**src/rtl/hazard_scoreboard.sv**
```systemverilog
// Destination-tag shadow of the DX/XM/MW stages with load-use stall generation
// and a saturating stall-cycle counter.
`timescale 1ns/1ps
module hazard_scoreboard #(
  parameter int unsigned REG_BITS  = 3,
  parameter int unsigned CNT_WIDTH = 16
) (
  input  logic                 clk,
  input  logic                 rst_n,
  input  logic                 DValid,
  input  logic [REG_BITS-1:0]  DRs,
  input  logic [REG_BITS-1:0]  DRt,
  input  logic                 DUsesRs,
  input  logic                 DUsesRt,
  input  logic                 DWriteToReg,
  input  logic [REG_BITS-1:0]  DRd,
  input  logic                 DIsLoad,
  input  logic                 MemBusy,
  input  logic                 Flush,
  output logic                 Stall,
  output logic                 XMWriteToReg,
  output logic [REG_BITS-1:0]  XMRd,
  output logic                 MWWriteToReg,
  output logic [REG_BITS-1:0]  MWRd,
  output logic [CNT_WIDTH-1:0] StallCount
);

  logic                 dx_valid_q, dx_valid_d, dx_wr_q, dx_wr_d, dx_ld_q, dx_ld_d;
  logic [REG_BITS-1:0]  dx_rd_q, dx_rd_d;
  logic                 xm_valid_q, xm_valid_d, xm_wr_q, xm_wr_d;
  logic [REG_BITS-1:0]  xm_rd_q, xm_rd_d;
  logic                 mw_valid_q, mw_valid_d, mw_wr_q, mw_wr_d;
  logic [REG_BITS-1:0]  mw_rd_q, mw_rd_d;
  logic [CNT_WIDTH-1:0] cnt_q, cnt_d;
  logic                 lu;

  always_comb begin
    lu = DValid & dx_valid_q & dx_ld_q & dx_wr_q &
         ((DUsesRs & (DRs == dx_rd_q)) | (DUsesRt & (DRt == dx_rd_q)));
    // Gated by rst_n so Stall drops the moment reset asserts.
    Stall = rst_n & (MemBusy | (~Flush & lu));

    dx_valid_d = dx_valid_q;
    dx_wr_d    = dx_wr_q;
    dx_ld_d    = dx_ld_q;
    dx_rd_d    = dx_rd_q;
    xm_valid_d = xm_valid_q;
    xm_wr_d    = xm_wr_q;
    xm_rd_d    = xm_rd_q;
    mw_valid_d = mw_valid_q;
    mw_wr_d    = mw_wr_q;
    mw_rd_d    = mw_rd_q;

    if (!MemBusy) begin
      mw_valid_d = xm_valid_q;
      mw_wr_d    = xm_wr_q;
      mw_rd_d    = xm_rd_q;
      xm_valid_d = dx_valid_q;
      xm_wr_d    = dx_wr_q;
      xm_rd_d    = dx_rd_q;
      // A bubble only clears valid; the other fields keep their last value.
      if (Flush || lu) begin
        dx_valid_d = 1'b0;
      end else begin
        dx_valid_d = DValid;
        dx_wr_d    = DWriteToReg;
        dx_ld_d    = DIsLoad;
        dx_rd_d    = DRd;
      end
    end

    cnt_d = (Stall && (cnt_q != '1)) ? cnt_q + CNT_WIDTH'(1) : cnt_q;
  end

  always_ff @(posedge clk or negedge rst_n) begin
    if (!rst_n) begin
      dx_valid_q <= 1'b0;
      dx_wr_q    <= 1'b0;
      dx_ld_q    <= 1'b0;
      dx_rd_q    <= '0;
      xm_valid_q <= 1'b0;
      xm_wr_q    <= 1'b0;
      xm_rd_q    <= '0;
      mw_valid_q <= 1'b0;
      mw_wr_q    <= 1'b0;
      mw_rd_q    <= '0;
      cnt_q      <= '0;
    end else begin
      dx_valid_q <= dx_valid_d;
      dx_wr_q    <= dx_wr_d;
      dx_ld_q    <= dx_ld_d;
      dx_rd_q    <= dx_rd_d;
      xm_valid_q <= xm_valid_d;
      xm_wr_q    <= xm_wr_d;
      xm_rd_q    <= xm_rd_d;
      mw_valid_q <= mw_valid_d;
      mw_wr_q    <= mw_wr_d;
      mw_rd_q    <= mw_rd_d;
      cnt_q      <= cnt_d;
    end
  end

  assign XMWriteToReg = xm_valid_q & xm_wr_q;
  assign XMRd         = xm_rd_q;
  assign MWWriteToReg = mw_valid_q & mw_wr_q;
  assign MWRd         = mw_rd_q;
  assign StallCount   = cnt_q;

endmodule

```
**config.mk**
```make
export PLATFORM = sky130hd
export DESIGN_NAME = hazard_scoreboard
export DESIGN_NICKNAME = d
export VERILOG_FILES = /design/src/rtl/hazard_scoreboard.sv
export SDC_FILE = /design/constraint.sdc
export NUM_CORES = 1
export LEC_CHECK = 0
export BUFFER_PORTS_ARGS = -buffer_cell sky130_fd_sc_hd__buf_2
export CORE_UTILIZATION = 45
export DETAILED_ROUTE_END_ITERATION = 10
export PLACE_DENSITY_LB_ADDON = 0.15
export SYNTH_ARGS = -nofsm -noshare
export SYNTH_HDL_FRONTEND = slang
export SYNTH_SLANG_ARGS = --single-unit
```
**constraint.sdc**
```tcl
create_clock -name clk -period 4.6 [get_ports clk]
set_clock_uncertainty 0.1 [all_clocks]
set_input_delay 0.46 -clock clk [delete_from_list [all_inputs] [get_ports clk]]
set_output_delay 0.46 -clock clk [all_outputs]
set_load 0.02 [all_outputs]
```
==> impl.org <==
** Layout
- Ant. Diodes :: 0
- Share of post-route cells with drive strength above 1 :: 42.9%
- Leaving out filler cells and counting taps, the final layout contains 212.
- Post-Layout Inst Area :: 1820 um2
- Area grow syn2layout :: 18.8%
- Number of nets at the end of the flow :: 187

** Logic synthesis
- Summed instance area of the synthesized netlist :: 1530 um2
- Yosys mapped the design onto 30 distinct sky130hd cell types.
- Yosys printed 0 warnings.
- Proportion of netlist area held by the largest area contributor :: 52.2%
- Share of async-settable or async-resettable flops after synthesis :: 100%
- After synthesis, flip-flops and latches occupy 52.2% of the total area.
- Ranked by instance count, the synthesized netlist is headed by sky130_fd_sc_hd__dfrtp_1 (32), sky130_fd_sc_hd__xnor2_1 (17), sky130_fd_sc_hd__mux2_2 (15).
- In this run the mean area of a mapped cell was 12.5 um2.
- The synthesized design contains 0 enable-type register cells.
- Yosys instantiated no cell more often than sky130_fd_sc_hd__dfrtp_1.
- The most used flip-flop cell after synthesis is sky130_fd_sc_hd__dfrtp_1.
- Of all cell types, the one taking the most synthesized area is sky130_fd_sc_hd__dfrtp_1.
- After synthesis, the cell types taking the most area are sky130_fd_sc_hd__dfrtp_1 (52%), sky130_fd_sc_hd__mux2_2 (11%), sky130_fd_sc_hd__xnor2_1 (9.7%), sky130_fd_sc_hd__nand4_1 (4.5%), sky130_fd_sc_hd__nand3_1 (2.6%).
- Mapped Cells :: 123
- The number of nets in the synthesized netlist is 142.
- Seq cells post-synth :: 32

** Die
- In this run the core area contains 20 standard-cell rows.
- Vertical extent of the die :: 60.4 um
- Width of the die :: 60.4 um
- The floorplan step defined a core boundary enclosing 3150 um2.
- Initial Util :: 48.7%
- Boundary Pins :: 43
- Die Footprint :: 3650 um2

** Critical path
- Category of cells accounting for the largest share of critical-path delay :: buffers and inverters
- Element type at the critical path end :: primary output
- For flop-to-flop paths, the worst setup slack is 2.69 ns.
- Most Frequent Cell on Critical Path :: sky130_fd_sc_hd__buf_2
- Crit path buf inv count :: 2
- Critical Path RT :: 4.04 ns
- Worst Setup Start Kind :: primary input
- Slowest cell on crit path :: sky130_fd_sc_hd__buf_2
- Path type of the worst setup path :: in2out
- The largest single stage delay on the critical path is 0.55 ns.
- Critical R2R Launch :: dx_rd_q[0]$_DFFE_PN0P_
- Worst reg2reg path depth :: 6
- Data arrives at the worst endpoint at 1.87 ns.
- Traced cell by cell, the critical path runs through buf_2, a21boi_0, a22o_2, buf_2.
- R2R Path End :: StallCount[6]$_DFFE_PN0P_
- In this run the worst path has a maximum fanout of 34.

** Drt
- The routed layout has 1096 vias.
- For this block, the routed nets add up to 2810 um of wire.
- Initial DRC count :: 33
- Ratio of routed vias to standard cells :: 5.17
- For this run, design rule violations remaining after detail routing come to 0.
- Avg WL per Cell :: 13.2 um
- Number of optimization iterations in the first detailed-route pass :: 4
- DRT antenna net count :: 0

** GRT
- Vias in the first global route :: 1101
- Entering global routing, the biggest net connects 35 pins.
- Global routing finished with a remaining overflow of 0.
- Initial antenna violation count :: 0
- GR Util All Layers :: 18.6%
- First-pass GRT wire length :: 4730 um

** Pwr
- Leakage dissipation :: 0.873 nW
- The internal portion of the total power is 0.471 mW.
- Net switching share of the total power :: 33.9%
- Proportion of power drawn by the clock network :: 20.4%
- Cell Pwr Density :: 390 nW/um2
- Of the total power, registers draw 52.5%.
- VDD sags by at most 0.211 mV.
- Sw power :: 0.241 mW
- Combinational power share :: 27.2%

** Place
- At the end of routability-driven placement, the weighted congestion stood at 0.820.
- Once placement completed, the tool counted placed cells totaling 205.
- After detailed placement, the total cell area comes to 1780 um2.
- Input/output buffers :: 42
- HPWL after DPL :: 2030 um

** Min path
- Class of the worst hold path :: in2async

** Timing
- Setup repair after global routing missed its margin :: false
- Final-report hold violation count :: 0
- Dividing the final minimum period by the clock period gives 52.8%.
- In this run the tightest slew margin relative to its limit is 51.9%.
- Final max-slew violation count :: 0
- Final-report setup violation count :: 0
- After routing, the total negative slack on setup checks comes to 0 ns.
- For the finished layout, the period the worst path requires is 2.43 ns.
- Slew at the pin with the worst max-slew slack :: 0.721 ns
- F_max :: 411 MHz

** Clocking
- Number of clock sinks :: 32
- The number of clock buffers added by TritonCTS is 5.
- The clock tree synthesis step divided the H-tree into 2 levels.
- Buffers added to address setup during post-CTS repair amount to 0.
- Clock tree from TritonCTS :: built
- The later pin in the worst-skew pair is clocked with a latency of 0.33 ns.
- The tree is rooted in a sky130_fd_sc_hd__clkbuf_4.
- Post-CTS Resized :: 0
- CTS Hold Bufs :: 0
- Clock transition at path regs :: 0.09 ns
- Clock Path Buffers :: 2

** Flow run
- Number of maximum-capacitance violations :: 0

** Run status
- Run status :: finished clean
## worst max path at each step
stage | to | slack [ns] | cells past startpoint | startpoint
6_report | Stall | 2.17 | 4 | rst_n
5_1_grt | Stall | 2.02 | 4 | rst_n
4_1_cts | Stall | 2.13 | 4 | rst_n
3_5_place_dp | Stall | 2.12 | 4 | rst_n
3_3_place_gp | Stall | 2.18 | 4 | rst_n
2_1_floorplan | StallCount[1]$_DFFE_PN0P_ | 2.69 | 6 | StallCount[0]$_DFFE_PN0P_
## power groups by stage
stage | logic [mW] | clock network [mW] | registers [mW]
final | 0.193 | 0.145 | 0.373
after global routing | 0.213 | 0.165 | 0.383
after CTS | 0.197 | 0.153 | 0.374
after detailed placement | 0.196 | 0 | 0.379
after global placement | 0.191 | 0 | 0.376
after floorplan | 0.0896 | 0 | 0.412
## worst register-to-register path, delay by kind of cell, from the launching register on
family,cells,cell delay (ns)
and+or+nand+nor,2,0.26
AOI/OAI and AO/OA,2,0.56
muxes,1,0.31
xor gates and xnor gates,1,0.17
DFF,1,0.43
## through the flow
| step | total power [mW] | setup slack, ns | util (%) | hold WS [ns] |
|---|---|---|---|---|
| after global routing | 0.761 | 2.02 | 57.8 | 0.108 |
| after detailed placement | 0.575 | 2.12 | 56.3 | 0.393 |
| after floorplan | 0.502 | 2.69 | - | 0.0644 |
| after CTS | 0.724 | 2.13 | 57.8 | 0.0779 |
| final | 0.711 | 2.17 | 57.8 | 0.0758 |
| after global placement | 0.567 | 2.18 | 56.3 | 0.381 |
## metal layers
layer / wire length, um / part of all wire (%) / global-route usage, % / vias to the layer above
met4: 51 / 1.8 / 10.6 / 0
met2: 1280 / 46 / 29.0 / 39
met3: 169 / 6.0 / 6.40 / 5
li1: - / - / - / 531
met1: 1300 / 46 / 22.6 / 521
met5: 0 / 0 / 0 / -
## cells in the final DEF, fill, tap and decap left out, types with 2 or more instances in the layout
cell type	instances
sky130_fd_sc_hd__and2_1	3
sky130_fd_sc_hd__and3_1	2
sky130_fd_sc_hd__and4_1	2
sky130_fd_sc_hd__buf_2	42
sky130_fd_sc_hd__clkbuf_4	5
sky130_fd_sc_hd__dfrtp_1	32
sky130_fd_sc_hd__inv_1	2
sky130_fd_sc_hd__mux2_2	15
sky130_fd_sc_hd__mux2_4	2
sky130_fd_sc_hd__nand2_1	4
sky130_fd_sc_hd__nand3_1	8
sky130_fd_sc_hd__nand4_1	11
sky130_fd_sc_hd__nor2_1	3
sky130_fd_sc_hd__xnor2_1	17
sky130_fd_sc_hd__xor2_1	3
## sequential cells by signal, indices dropped and copies added, names as in the netlist
name,cells
MWRd,3
StallCount,16
XMRd,3
dx_ld_q,1
dx_rd_q,3
dx_valid_q,1
dx_wr_q,1
mw_valid_q,1
mw_wr_q,1
xm_valid_q,1
xm_wr_q,1
## kinds of logic after synthesis
| group | share of synthesized area [%] |
|---|---|
| simple gates | 17.4 |
| flops | 52.2 |
| xor+xnor | 11.4 |
| mux | 13.0 |
| compound gates | 3.26 |
| buf+inv | 1.96 |
| fa+ha+maj | 0.816 |
## layout make-up
class | instances | area, um2
fillers | 287 | 1330
flip-flops and latches | 32 | 801
multi-input cells | 85 | 703
repair buffers | 42 | 210
well taps | 44 | 55.1
clock buffers | 6 | 41.3
inverters | 2 | 7.51
clock inverters | 1 | 5.00
Power figures use the tool's default switching activity.
